**src/rtl/cpu_pkg.sv**
```systemverilog
// Shared types and constants for the CPU stack sequencer.
package cpu_pkg;

  typedef enum logic [2:0] {
    ST_IDLE = 3'd0,
    ST_PUSH = 3'd1,
    ST_PULL = 3'd2,
    ST_WAIT = 3'd3,
    ST_DONE = 3'd4
  } stack_state_e;

  localparam logic [7:0] STACK_PAGE_DEFAULT = 8'h01;

  typedef logic [2:0][7:0] byte3_t;

endpackage

```
**src/rtl/sp_counter.sv**
```systemverilog
// 8-bit stack pointer register with load, increment, decrement and a wrap flag.
module sp_counter #(
  parameter logic [7:0] SP_RESET = 8'h00
) (
  input  logic       clk,
  input  logic       rst_n,
  input  logic       load,
  input  logic [7:0] load_val,
  input  logic       inc,
  input  logic       dec,
  output logic [7:0] sp,
  output logic       wrap
);

  logic [7:0] sp_q;
  logic [7:0] sp_d;

  // wrap is flagged in the same cycle the crossing update is commanded
  always_comb begin
    sp_d = sp_q;
    wrap = 1'b0;
    if (load) begin
      sp_d = load_val;
    end else if (inc) begin
      sp_d = sp_q + 8'd1;
      wrap = (sp_q == 8'hFF);
    end else if (dec) begin
      sp_d = sp_q - 8'd1;
      wrap = (sp_q == 8'h00);
    end
  end

  always_ff @(posedge clk or negedge rst_n) begin
    if (!rst_n) sp_q <= SP_RESET;
    else        sp_q <= sp_d;
  end

  assign sp = sp_q;

endmodule

```
**src/rtl/stack_seq.sv**
```systemverilog
// 6502 stack bus sequencer: turns 1-3 byte push/pull requests into byte cycles at STACK_PAGE:S.
//
// state | meaning
// IDLE  | ready for a request or a TXS load
// PUSH  | write strobe up for byte[cnt-1], waiting for grant
// PULL  | read strobe up at current S, waiting for grant
// WAIT  | capture read data returned one clock after grant
// DONE  | one-cycle completion pulse
module stack_seq
  import cpu_pkg::*;
#(
  parameter logic [7:0] STACK_PAGE = STACK_PAGE_DEFAULT,
  parameter logic [7:0] SP_RESET   = 8'h00
) (
  input  logic        clk,
  input  logic        rst_n,
  input  logic        sp_load,
  input  logic [7:0]  sp_in,
  output logic [7:0]  sp,
  input  logic        req_valid,
  output logic        req_ready,
  input  logic        req_pull,
  input  logic [1:0]  req_len,
  input  logic [23:0] req_data,
  output logic [15:0] mem_addr,
  output logic        mem_we,
  output logic        mem_re,
  output logic [7:0]  mem_wdata,
  input  logic        mem_gnt,
  input  logic [7:0]  mem_rdata,
  output logic [23:0] resp_data,
  output logic        done,
  output logic        sp_wrap
);

  stack_state_e state_q, state_d;
  logic [1:0]   cnt_q, cnt_d;
  logic [1:0]   idx_q, idx_d;
  byte3_t       buf_q, buf_d;
  byte3_t       resp_q, resp_d;
  logic         sp_ld, sp_inc, sp_dec;

  sp_counter #(.SP_RESET(SP_RESET)) u_sp (
    .clk      (clk),
    .rst_n    (rst_n),
    .load     (sp_ld),
    .load_val (sp_in),
    .inc      (sp_inc),
    .dec      (sp_dec),
    .sp       (sp),
    .wrap     (sp_wrap)
  );

  always_comb begin
    state_d   = state_q;
    cnt_d     = cnt_q;
    idx_d     = idx_q;
    buf_d     = buf_q;
    resp_d    = resp_q;
    sp_ld     = 1'b0;
    sp_inc    = 1'b0;
    sp_dec    = 1'b0;
    req_ready = 1'b0;
    mem_we    = 1'b0;
    mem_re    = 1'b0;
    mem_wdata = 8'h00;
    done      = 1'b0;
    case (state_q)
      ST_IDLE: begin
        req_ready = ~sp_load;
        if (sp_load) begin
          sp_ld = 1'b1;
        end else if (req_valid) begin
          cnt_d  = req_len;
          idx_d  = 2'd0;
          buf_d  = req_data;
          resp_d = '0;
          if (req_len == 2'd0) begin
            state_d = ST_DONE;
          end else if (req_pull) begin
            // 6502 stack is empty-descending: pulls pre-increment S
            sp_inc  = 1'b1;
            state_d = ST_PULL;
          end else begin
            state_d = ST_PUSH;
          end
        end
      end
      ST_PUSH: begin
        mem_we    = 1'b1;
        mem_wdata = buf_q[cnt_q - 2'd1];
        if (mem_gnt) begin
          sp_dec = 1'b1;
          cnt_d  = cnt_q - 2'd1;
          if (cnt_q == 2'd1) state_d = ST_DONE;
        end
      end
      ST_PULL: begin
        mem_re = 1'b1;
        if (mem_gnt) state_d = ST_WAIT;
      end
      ST_WAIT: begin
        resp_d[idx_q] = mem_rdata;
        idx_d         = idx_q + 2'd1;
        cnt_d         = cnt_q - 2'd1;
        if (cnt_q == 2'd1) begin
          state_d = ST_DONE;
        end else begin
          sp_inc  = 1'b1;
          state_d = ST_PULL;
        end
      end
      ST_DONE: begin
        done    = 1'b1;
        state_d = ST_IDLE;
      end
      default: state_d = ST_IDLE;
    endcase
  end

  always_ff @(posedge clk or negedge rst_n) begin
    if (!rst_n) begin
      state_q <= ST_IDLE;
      cnt_q   <= 2'd0;
      idx_q   <= 2'd0;
      buf_q   <= '0;
      resp_q  <= '0;
    end else begin
      state_q <= state_d;
      cnt_q   <= cnt_d;
      idx_q   <= idx_d;
      buf_q   <= buf_d;
      resp_q  <= resp_d;
    end
  end

  assign mem_addr  = {STACK_PAGE, sp};
  assign resp_data = resp_q;

endmodule

```
**config.mk**
```make
export PLATFORM = sky130hd
export DESIGN_NAME = stack_seq
export DESIGN_NICKNAME = d
export VERILOG_FILES = /design/src/rtl/cpu_pkg.sv /design/src/rtl/sp_counter.sv /design/src/rtl/stack_seq.sv
export SDC_FILE = /design/constraint.sdc
export NUM_CORES = 1
export LEC_CHECK = 0
export CORE_ASPECT_RATIO = 0.7
export CORE_UTILIZATION = 31
export DETAILED_ROUTE_END_ITERATION = 16
export PLACE_DENSITY = 0.53
export SYNTH_ARGS = -nofsm -noshare
export SYNTH_HDL_FRONTEND = slang
export SYNTH_HIERARCHICAL = 1
export SYNTH_SLANG_ARGS = --single-unit
```
**constraint.sdc**
```tcl
create_clock -name clk -period 5.5 [get_ports clk]
set_input_delay 1.1 -clock clk [delete_from_list [all_inputs] [get_ports clk]]
set_output_delay 1.1 -clock clk [all_outputs]
set_load 0.005 [all_outputs]
```
* Word-level counts from Yosys, hierarchy flattened
Index checks and enable logic that the tools add are counted.
Word-level totals: register bits 63, latch bits 0, memory bits (writable) 0, memory bits (read-only) 0, input port bits 48, memories 0
Operators by class: $add $sub $neg 4, $mul 0, divide/modulo/power cells 0, $lt $le $gt $ge 3, equality and inequality tests 11, shift-type cells 0, mux-type cells 45, bitwise gates (word level) 1, reductions and logical operators 11
Operators by type and width (number):
- $mux W24 | 2
- $mux W8 | 6
- $pmux W24 S2 | 1
- $bwmux W24 | 1
- $mux W3 | 7
- $bmux W8 S2 | 1
- $demux W8 S2 | 1
- $mux W1 | 16
- $mux W2 | 6
- $pmux W3 S4 | 1
- $ne A2 B2 Y1 const B | 5
- $add A8 B1 Y8 const B | 1
- $eq A8 B8 Y1 const B | 1
- $logic_not A8 Y1 | 1
- $sub A8 B1 Y8 const B | 1
- $eq A3 B2 Y1 const B | 2
- $lt A2 B3 Y1 const B | 2
- $pmux W2 S3 | 1
- $reduce_and A3 Y1 | 2
- $reduce_bool A3 Y1 | 2
- $reduce_and A5 Y1 | 1
- $pmux W2 S2 | 1
- $reduce_and A4 Y1 | 1
- $eq A3 B1 Y1 const B | 1
- other kinds (11) | 11

* Logic depth before layout (Yosys ltp)
Gate-level depths: netlist (run 1).
depth after elaboration 7, depth in mapped cells 12

* Cells and area by module
The synthesis (run 1) kept the hierarchy.
By module, submodules not included:
- stack_seq | times used 1, cells each 237, area each 2850.2 um^2
- sp_counter | times used 1, cells each 84, area each 735.7 um^2

* Least setup slack after synthesis (run 1)
OpenSTA, ideal clock, no wires.
path type input -> register, from in req_valid, to reg u_sp.sp_q[7] (netlist: u_sp/sp[7]), setup time 0.092 ns, data arrival time 3.302 ns, data required time 5.408 ns, slack 2.106 ns, cell stages on the path 10, cell sequence nor2b_1 > nand4b_1 > a21oi_1 > inv_1 > ha_1 > o21ai_0 > nor3_1 > or4_4 > and4_4 > o31ai_2
On the way: cells in the longest elaborated chain, start to end 5, elaborated cells on any way between the ends 6, classes of those cells mux (5); reduce/logical (1)
RTL lines:
- start, declared | RTL line stack_seq.sv:20 | input logic req_valid,
- $mux W1 * | RTL line stack_seq.sv:73 | end else if (req_valid) begin
- $mux W1 * | RTL line stack_seq.sv:71 | if (sp_load) begin
- $pmux W1 S2 * | RTL line stack_seq.sv:68 | case (state_q)
- net sp_inc | RTL line stack_seq.sv:41 | logic sp_ld, sp_inc, sp_dec;
- $mux W8 | RTL line sp_counter.sv:24 | end else if (inc) begin
- $mux W8 | RTL line sp_counter.sv:22 | if (load) begin
- end signal, assigned | RTL line sp_counter.sv:35 | else sp_q <= sp_d;
- end, declared | RTL line sp_counter.sv:15 | logic [7:0] sp_q;
Mark *: on every way through the listed nets, which the timed path passes. The rest lies on a longest branch. A chain may end at the register's enable or synchronous reset.

* Worst setup path after layout (run 1)
from in req_valid, to out sp_wrap
On the way: cells in the longest elaborated chain, start to end 5
RTL lines:
- $mux W1 | RTL line stack_seq.sv:73
- $mux W1 | RTL line stack_seq.sv:71
- $pmux W1 S2 | RTL line stack_seq.sv:68
- net sp_inc | RTL line stack_seq.sv:41
- $mux W1 | RTL line sp_counter.sv:24
- $mux W1 | RTL line sp_counter.sv:22
- end, declared | RTL line stack_seq.sv:33 | output logic sp_wrap
The timed path passes the listed nets, and every way through them passes these cells.

==> impl_metrics.env, run 1 <==
export IMPL_fin_ws_ns=1.11
export IMPL_crit_type="primary input to primary output"
export IMPL_drt_pass1_iter_count=4
export IMPL_nets=467
export IMPL_die_area_mm2=0.0120
export IMPL_synth_area_leader_cell="dfrtp_1"
export IMPL_cts_tree="done"
export IMPL_path_clk_slew_ns=0.05
export IMPL_rsz0062_at_grt="false"
export IMPL_post_synth_top_count_cell="dfrtp_1"
export IMPL_fmax_mhz=228
export IMPL_drive_gt1_share_pct=15.3
export IMPL_drv_slew=0
export IMPL_row_count=32
export IMPL_post_cts_repair_setup_buffers=0
export IMPL_grt_pass1_wl_mm=14.2
export IMPL_cp_depth=8
export IMPL_synthTopCellsByCount="dfrtp_1, nand2_1, o2bb2ai_1"
export IMPL_power_frac_comb_pct=48.4
export IMPL_root_buffer="clkbuf_16"
export IMPL_post_route_util_pct=43.6
export IMPL_cts_buffers_inserted=9
export IMPL_die_w_um=131
export IMPL_grt_overflow=0
export IMPL_max_stage_delay_ns=0.48
export IMPL_post_route_min_period_ns=4.39
export IMPL_r2r_slack_ns=1.75
export IMPL_dpl_hpwl_mm=6.40
export IMPL_p_int_mw=1.85
export IMPL_hold_class="flop to flop"
export IMPL_drt_iter0_drc=125
export IMPL_cts_resized=0
export IMPL_die_h_um=92.0
export IMPL_synthCells=321
export IMPL_syn2layout_area_growth_pct=35.3
export IMPL_grt_usage_pct=15.8
export IMPL_ctsHtreeMaxLevel=3
export IMPL_drc=0
export IMPL_routed_wirelength_mm=8.82
export IMPL_cp_end_kind="primary output"
export IMPL_p_sw_share_pct=34.7
export IMPL_cp_slowest_cell="clkdlybuf4s50_1"
export IMPL_p_leak_nw=1.99
export IMPL_syn_area_per_cell_um2=11.2
export IMPL_holdPathStages=1
export IMPL_final_cell_area_mm2=0.00485
export IMPL_setup_viol=0
export IMPL_finalPower_mw=2.83
export IMPL_wl_per_cell_um=15.6
export IMPL_clk_latency_ns=0.33
export IMPL_cts_sinks=63
export IMPL_ctsHoldBuffers=0
export IMPL_cts_buffer_depth=2
export IMPL_arrival_ns=3.29
export IMPL_place_area_mm2=0.00455
export IMPL_finalSetupTns_ns=0
export IMPL_synthArstFlopShare_pct=100
export IMPL_synth_flop_cell="dfrtp_1"
export IMPL_dp_cells=550
export IMPL_cp_max_fo=8
export IMPL_insertedDiodeCount=0
export IMPL_hold_end="buf_q[19]"
export IMPL_synth_area_top_cells="dfrtp_1, mux2_4, o2bb2ai_1, nand2_1, buf_4"
export IMPL_ir_worst_vdd_mv=0.184
export IMPL_status="complete, no violations"
export IMPL_cp_buffers_inverters=3
export IMPL_hold_worst_slack_ns=0.486
export IMPL_grt_max_degree=49
export IMPL_crit_chain="clkdlybuf4s50_1 > nor2b_1 > nand4b_1 > a21oi_1 > inv_1 > nand4_1 > a21oi_1 > clkdlybuf4s50_1"
export IMPL_reg2reg_depth=10
export IMPL_critPathTopFamily="buffers and inverters"
export IMPL_cp_start_kind="primary input"
export IMPL_place_gp_congestion=0.857
export IMPL_clockPowerShare_pct=20.1
export IMPL_initial_core_util_pct=32.2
export IMPL_r2r_end="u_sp/sp[7]"
export IMPL_layout_worst_path_cycle_share_pct=79.9
export IMPL_port_buffers=100
export IMPL_p_switching_uw=985
export IMPL_dp_slack_ns=1.12
export IMPL_vias=2716
export IMPL_skew_ns=0.00611
export IMPL_seqPwrFrac_pct=31.5
export IMPL_synth_edf_count=0
export IMPL_synth_area_mm2=0.00359
export IMPL_worst_pin_slew_ns=0.873
export IMPL_grt_pass1_vias=2702
export IMPL_ant_nets=0
export IMPL_core_region_area_mm2=0.0111
export IMPL_hold_viol_final=0
export IMPL_ys_ff_latch=63
export IMPL_yosys_warnings=6
export IMPL_reg2reg_from="state_q[0]"
export IMPL_p_per_area_mw_per_mm2=584
export IMPL_io_pins=109
export IMPL_yosysSeqAreaShare_pct=44.0
export IMPL_vias_per_cell=4.81
export IMPL_cp_required_ns=4.40
export IMPL_drv_cap=0
export IMPL_netlist_cell_type_count=54
export IMPL_antenna_found_initial=0
export IMPL_hp_start="buf_q[19]"
export IMPL_relSlewSlack_pct=41.8
export IMPL_fin_cells=565
export IMPL_synth_top_cell_area_share_pct=44.0
-- final cells by class --
| type | count | area, um2 |
|---|---|---|
| Timing Repair Buffer | 101 | 1000 |
| Sequential cell | 63 | 1580 |
| Clock buffer | 12 | 256 |
| Multi-Input combinational cell | 224 | 1750 |
| Fill cell | 1071 | 6280 |
| Tap cell | 153 | 191 |
| Inverter | 9 | 33.8 |
| Clock inverter | 3 | 42.5 |
-- how the worst max path moves through the flow --
stage / slack, ns / startpoint / endpoint
after CTS: 1.09 / req_valid / sp_wrap
final: 1.11 / req_valid / sp_wrap
after global routing: 0.87 / req_valid / sp_wrap
after floorplan: 2.11 / req_valid / u_sp/sp[7]
after detailed placement: 1.12 / req_valid / sp_wrap
after global placement: 1.18 / req_valid / sp_wrap
-- routing by layer --
metal  vias to the layer above  part of all wire (%)  global-route usage [%]
met1                      1324                    49                    21.9
met4                         0                   1.2                    5.36
li1                       1317                     -                       -
met5                         -                     0                       0
met2                        65                    44                    22.6
met3                        10                   6.0                    5.66
-- power groups by stage --
stage / registers, mW / logic, mW / clock network, mW
floorplan: 0.816 / 0.952 / 0
global placement: 0.900 / 1.38 / 0
detailed placement: 0.902 / 1.38 / 0
CTS: 0.899 / 1.39 / 0.585
global route: 0.935 / 1.52 / 0.609
finish: 0.894 / 1.37 / 0.570
-- flip-flops by register name, indices dropped and copies added, names as in the netlist --
name       count
buf_q         24
cnt_q          2
idx_q          2
resp_data     24
state_q        3
u_sp/sp        8
-- cell usage in the layout, fill, tap and decap left out, types with 4 or more instances in the layout --
cell	instances
nand4b_1	4
clkbuf_16	9
o2bb2ai_1	24
inv_1	9
nor2_1	20
a21oi_1	13
o21ai_0	8
nand2_1	37
mux2_1	4
conb_1	8
ha_1	10
nor4_1	4
dfrtp_1	63
a22oi_1	8
mux2_4	20
clkdlybuf4s50_1	99
mux2_2	12
-- worst reg2reg max path, stage by stage (launching register included) --
cell	delay, ns
dfrtp_1	0.72
nand2_1	0.31
or2_2	0.36
a21oi_1	0.46
inv_1	0.30
ha_1	0.40
o21ai_0	0.22
nor3_1	0.10
or4_4	0.43
a31oi_1	0.23
o31ai_2	0.09
-- cell families (layout without fill, tap and decap cells) --
family                   count (synthesis)  in the layout  share of synthesized area (%)
AND/OR/NAND/NOR                         89             89                           13.4
multiplexers                            39             39                           14.2
XOR/XNOR                                 5              5                           1.22
other                                    2              8                          0.209
AO/OA/AOI/OAI                           72             72                           15.0
adder cells (fa/ha/maj)                 11             11                           4.05
buffers and inverters                   40            125                           7.95
flip-flops                              63             63                           44.0
Power figures use the tool's default switching activity.
==> run 2: changes to the inputs <==
==> constraint.sdc (replaced) <==
create_clock -name clk -period 4.15 [get_ports clk]
set_input_delay 0.83 -clock clk [delete_from_list [all_inputs] [get_ports clk]]
set_output_delay 0.83 -clock clk [all_outputs]
set_load 0.005 [all_outputs]
==> run 2 against run 1 <==
Effect of this change:
- clock-buffer cell count decreased by 3
- worst hold slack got worse by 0.0091 ns
- flip-flop and latch count unchanged
- clock power increased by 41%
- critical path type unchanged
- non-clock buffer count increased by 6
- cell count increased by 1.2%
- sequential share of layout area decreased by 0.44 points
==> impl_metrics.env, run 2 (synthesis results as in run 1) <==
export IMPL_status="complete, no violations"
export IMPL_die_h_um=92.0
export IMPL_post_cts_repair_setup_buffers=0
export IMPL_wl_met2_mm=3.86
export IMPL_wl_per_cell_um=15.4
export IMPL_cts_sinks=63
export IMPL_post_route_util_pct=44.2
export IMPL_skew_ns=0.00594
export IMPL_path_clk_slew_ns=0.06
export IMPL_dpl_hpwl_mm=6.57
export IMPL_rsz0062_at_grt="false"
export IMPL_ctsHoldBuffers=0
export IMPL_initial_core_util_pct=32.2
export IMPL_grt_max_degree=38
export IMPL_place_gp_congestion=0.883
export IMPL_grt_overflow=0
export IMPL_grt_usage_pct=15.7
export IMPL_r2r_slack_ns=0.75
export IMPL_nets=473
export IMPL_cp_slowest_cell="clkdlybuf4s50_1"
export IMPL_cp_buffers_inverters=3
export IMPL_vias_per_cell=4.73
export IMPL_drv_cap=0
export IMPL_cts_tree="done"
export IMPL_reg2reg_depth=10
export IMPL_crit_type="primary input to primary output"
export IMPL_ir_worst_vdd_mv=0.324
export IMPL_relSlewSlack_pct=39.4
export IMPL_dr_wl_met3_um=523
export IMPL_cts_resized=0
export IMPL_multiInputGateArea_mm2=0.00175
export IMPL_hold_viol_final=0
export IMPL_reg2reg_from="state_q[0]"
export IMPL_clk_latency_ns=0.33
export IMPL_fill_cells=1053
export IMPL_r2r_end="u_sp/sp[7]"
export IMPL_mostFrequentLayoutCell="clkdlybuf4s50_1"
export IMPL_finalSetupTns_ns=0
export IMPL_layout_common_cells="clkdlybuf4s50_1, dfrtp_1, nand2_1"
export IMPL_antenna_found_initial=0
export IMPL_hp_start="buf_q[16]"
export IMPL_cts_buffers_inserted=9
export IMPL_worst_pin_slew_ns=0.906
export IMPL_top_layer="met4"
export IMPL_post_route_min_period_ns=3.90
export IMPL_root_buffer="clkbuf_16"
export IMPL_insertedDiodeCount=0
export IMPL_cp_start_kind="primary input"
export IMPL_row_count=32
export IMPL_p_leak_nw=2.03
export IMPL_drt_iter0_drc=157
export IMPL_io_pins=109
export IMPL_vias=2705
export IMPL_syn2layout_area_growth_pct=37.1
export IMPL_p_per_area_mw_per_mm2=780
export IMPL_die_area_mm2=0.0120
export IMPL_cp_end_kind="primary output"
export IMPL_holdPathStages=1
export IMPL_drv_slew=0
export IMPL_port_buffers=100
export IMPL_m1WireLength_mm=4.38
export IMPL_max_stage_delay_ns=0.48
export IMPL_grt_pass1_vias=2791
export IMPL_cp_required_ns=3.32
export IMPL_core_region_area_mm2=0.0111
export IMPL_critPathTopFamily="buffers and inverters"
export IMPL_hold_class="flop to flop"
export IMPL_arrival_ns=3.07
export IMPL_cts_buffer_depth=2
export IMPL_cp_max_fo=8
export IMPL_setup_viol=0
export IMPL_hold_end="buf_q[16]"
export IMPL_drt_pass1_iter_count=4
export IMPL_ant_nets=0
export IMPL_die_w_um=131
export IMPL_layout_worst_path_cycle_share_pct=93.9
export IMPL_drc=0
export IMPL_routed_wirelength_mm=8.83
export IMPL_ctsHtreeMaxLevel=3
export IMPL_crit_chain="clkdlybuf4s50_1 > nor2b_1 > nand4b_1 > a21oi_1 > inv_1 > nand4_1 > a21oi_1 > clkdlybuf4s50_1"
export IMPL_regArea_mm2=0.00158
export IMPL_grt_pass1_wl_mm=14.3
export IMPL_drive_gt1_share_pct=16.9
export IMPL_fmax_mhz=257
[run 2: power breakdown]
| part | internal, mW | switching, mW | total, mW | leakage (nW) |
|---|---|---|---|---|
| Combinational | 1.09 | 0.815 | 1.90 | 1.08 |
| Clock | 0.526 | 0.278 | 0.804 | 0.156 |
| Sequential | 0.901 | 0.228 | 1.13 | 0.791 |
| Total | 2.51 | 1.32 | 3.83 | 2.03 |
[run 2: final cells by class]
type / instances / area share, %
clock buffers: 9 / 4.58
multi-input cells: 224 / 35.5
flip-flops and latches: 63 / 32.1
repair buffers: 107 / 21.3
inverters: 9 / 0.687
well taps: 153 / 3.89
clock inverters: 7 / 1.93
[run 2: per-layer routing]
metal,track usage (%),up-vias
met1,21.7,1299
met3,5.66,6
met2,23.3,64
met4,3.45,0
li1,-,1336
met5,0,-
[run 2: worst max-delay path by stage]
stage,startpoint,end,slack (ns),cells past startpoint
after global routing,req_valid,sp_wrap,0.05,8
after global placement,req_valid,u_sp/sp[7],0.24,11
final,req_valid,sp_wrap,0.25,8
after detailed placement,req_valid,u_sp/sp[7],0.13,11
after floorplan,req_valid,u_sp/sp[7],1.03,10
after CTS,req_valid,sp_wrap,0.27,8
[run 2: per-stage QoR]
stage               power (mW)  worst slack [ns]  hold slack, ns  instances  area (um2)
floorplan                 2.34              1.03           0.452        327        3610
global placement          3.05             0.241           0.466        556        4600
detailed placement        3.05             0.129           0.468        556        4600
CTS                       3.88             0.267           0.482        572        4920
global route              4.12            0.0464           0.512        572        4920
finish                    3.83             0.254           0.477        572        4920
[run 2: worst reg2reg max path, delay by kind of cell (launching register included)]
family	cells	cell delay, ns
and+or+nand+nor	5	1.25
AOI/OAI and AO/OA	3	0.88
adders and majority gates	1	0.40
DFF	1	0.46
buffers and inverters	1	0.31
==> run 3: changes to the inputs <==
--- a/config.mk
+++ b/config.mk
@@ -5,10 +5,12 @@
 export SDC_FILE = /design/constraint.sdc
 export NUM_CORES = 1
 export LEC_CHECK = 0
+export CAP_MARGIN = 40
 export CORE_ASPECT_RATIO = 0.7
-export CORE_UTILIZATION = 31
+export CORE_UTILIZATION = 47
 export DETAILED_ROUTE_END_ITERATION = 16
-export PLACE_DENSITY = 0.53
+export PLACE_DENSITY = 0.76
+export SLEW_MARGIN = 20
 export SYNTH_ARGS = -nofsm -noshare
 export SYNTH_HDL_FRONTEND = slang
 export SYNTH_HIERARCHICAL = 1
==> run 3 against run 2 <==
Effect of this change:
- via count increased by 0.96%
- critical path depth unchanged
- clock-buffer cell count increased by 2
- routed wire length decreased by 6.0%
- flip-flop and latch count unchanged
- clock power decreased by 37%
- die area decreased by 33%
- total power decreased by 7.6%
- worst hold slack got worse by 0.16 ns
- register-to-register slack improved by 0.13 ns
- non-clock buffer count increased by 1
- combinational power about the same
- largest power group unchanged
==> impl_metrics.env, run 3 (synthesis results as in run 1) <==
export IMPL_antenna_found_initial=0
export IMPL_port_buffers=100
export IMPL_cp_end_kind="primary output"
export IMPL_place_area_mm2=0.00453
export IMPL_grt_pass1_vias=2559
export IMPL_cts_resized=0
export IMPL_hold_viol_final=0
export IMPL_cts_buffers_inserted=9
export IMPL_setup_viol=0
export IMPL_dpl_hpwl_mm=6.09
export IMPL_drc=0
export IMPL_post_route_min_period_ns=3.68
export IMPL_relSlewSlack_pct=47.5
export IMPL_wl_per_cell_um=16.1
export IMPL_cp_buffers_inverters=3
export IMPL_grt_overflow=0
export IMPL_post_route_util_pct=64.3
export IMPL_drv_cap=0
export IMPL_nets=474
export IMPL_root_buffer="clkbuf_8"
export IMPL_cp_start_kind="primary input"
export IMPL_cts_buffer_depth=2
export IMPL_drv_slew=0
export IMPL_layout_common_cells="clkdlybuf4s50_1, dfrtp_1, nand2_1"
export IMPL_crit_type="primary input to primary output"
export IMPL_max_stage_delay_ns=0.51
export IMPL_cts_tree="done"
export IMPL_die_area_mm2=0.00799
export IMPL_ant_nets=0
export IMPL_ctsHoldBuffers=0
export IMPL_worst_pin_slew_ns=0.785
export IMPL_skew_ns=0.00713
export IMPL_mostFrequentLayoutCell="clkdlybuf4s50_1"
export IMPL_vias=2731
export IMPL_crit_chain="clkdlybuf4s50_1 > nor2b_1 > nand4b_1 > a21oi_1 > buf_4 > nand4_1 > a21oi_1 > clkdlybuf4s50_1"
export IMPL_row_count=26
export IMPL_p_per_area_mw_per_mm2=750
export IMPL_vias_per_cell=5.28
export IMPL_cp_max_fo=6
export IMPL_io_pins=109
export IMPL_grt_max_degree=37
export IMPL_dp_cells=501
export IMPL_rsz0062_at_grt="false"
export IMPL_die_w_um=106
export IMPL_routed_wirelength_mm=8.30
export IMPL_critPathTopFamily="buffers and inverters"
export IMPL_cp_slowest_cell="clkdlybuf4s50_1"
export IMPL_fin_cells=517
export IMPL_grt_pass1_wl_mm=12.9
export IMPL_p_leak_nw=1.97
export IMPL_arrival_ns=2.85
export IMPL_final_cell_area_mm2=0.00473
export IMPL_grt_usage_pct=21.6
export IMPL_post_cts_repair_setup_buffers=0
export IMPL_status="complete, no violations"
export IMPL_drt_iter0_drc=79
export IMPL_hold_class="primary input to async pin"
export IMPL_layout_worst_path_cycle_share_pct=88.7
export IMPL_core_region_area_mm2=0.00735
export IMPL_cp_required_ns=3.32
export IMPL_finalPower_mw=3.54
export IMPL_drive_gt1_share_pct=16.5
export IMPL_place_gp_congestion=0.908
export IMPL_cts_sinks=63
export IMPL_finalSetupTns_ns=0
export IMPL_drt_pass1_iter_count=4
export IMPL_fmax_mhz=272
export IMPL_ctsHtreeMaxLevel=3
export IMPL_insertedDiodeCount=0
export IMPL_syn2layout_area_growth_pct=31.8
export IMPL_path_clk_slew_ns=0.07
export IMPL_clk_latency_ns=0.34
export IMPL_initial_core_util_pct=48.8
export IMPL_ir_worst_vdd_mv=0.330
export IMPL_die_h_um=75.1
[run 3: final cells by class]
class	instances	area, um2
Fill cell	610	2630
Multi-Input combinational cell	224	1750
Sequential cell	63	1580
Timing Repair Buffer	108	1070
Clock buffer	11	131
Tap cell	98	123
Clock inverter	4	47.5
Inverter	9	33.8
[run 3: path summary, 6_finish.rpt]
| check | start | endpoint | slack (ns) | cells past startpoint |
|---|---|---|---|---|
| setup / recovery | req_valid | sp_wrap | 0.47 | 8 |
| hold / removal | rst_n | buf_q[8] | 0.31 | 1 |
| setup reg to reg | state_q[1] | u_sp/sp[7] | 0.88 | 10 |
| hold reg to reg | buf_q[19] | buf_q[19] | 0.48 | 1 |
| max in group asynchronous | rst_n | resp_data[15] | 2.99 | 3 |
| min in group clk | buf_q[19] | buf_q[19] | 0.48 | 1 |
[run 3: through the flow]
| stage | hold WS [ns] | setup slack (ns) |
|---|---|---|
| after CTS | 0.484 | 0.490 |
| after global routing | 0.305 | 0.311 |
| after detailed placement | 0.469 | 0.512 |
| after floorplan | 0.452 | 1.03 |
| after global placement | 0.467 | 0.543 |
| final | 0.314 | 0.467 |
[run 3: power breakdown]
| group | switching, mW | internal, mW |
|---|---|---|
| sequential | 0.250 | 0.900 |
| combinational | 0.792 | 1.10 |
| clock | 0.234 | 0.272 |
[run 3: worst reg2reg max path, cell delays in order (launching register included)]
cell     delay, ns
dfrtp_1       0.60
nand2_1       0.28
or2_2         0.36
a21oi_1       0.21
inv_1         0.21
ha_1          0.38
o21ai_0       0.25
nor3_1        0.12
or4_4         0.43
and4_4        0.19
o31ai_2       0.15
[run 3: per-layer routing]
layer	routed length, um	share of wire, %	vias to the layer above	global-route usage [%]
met5	0	0	-	0
met4	78	0.94	0	8.95
met3	611	7.4	9	6.41
met2	3720	45	94	32.0
met1	3890	47	1303	29.7
li1	-	-	1325	-
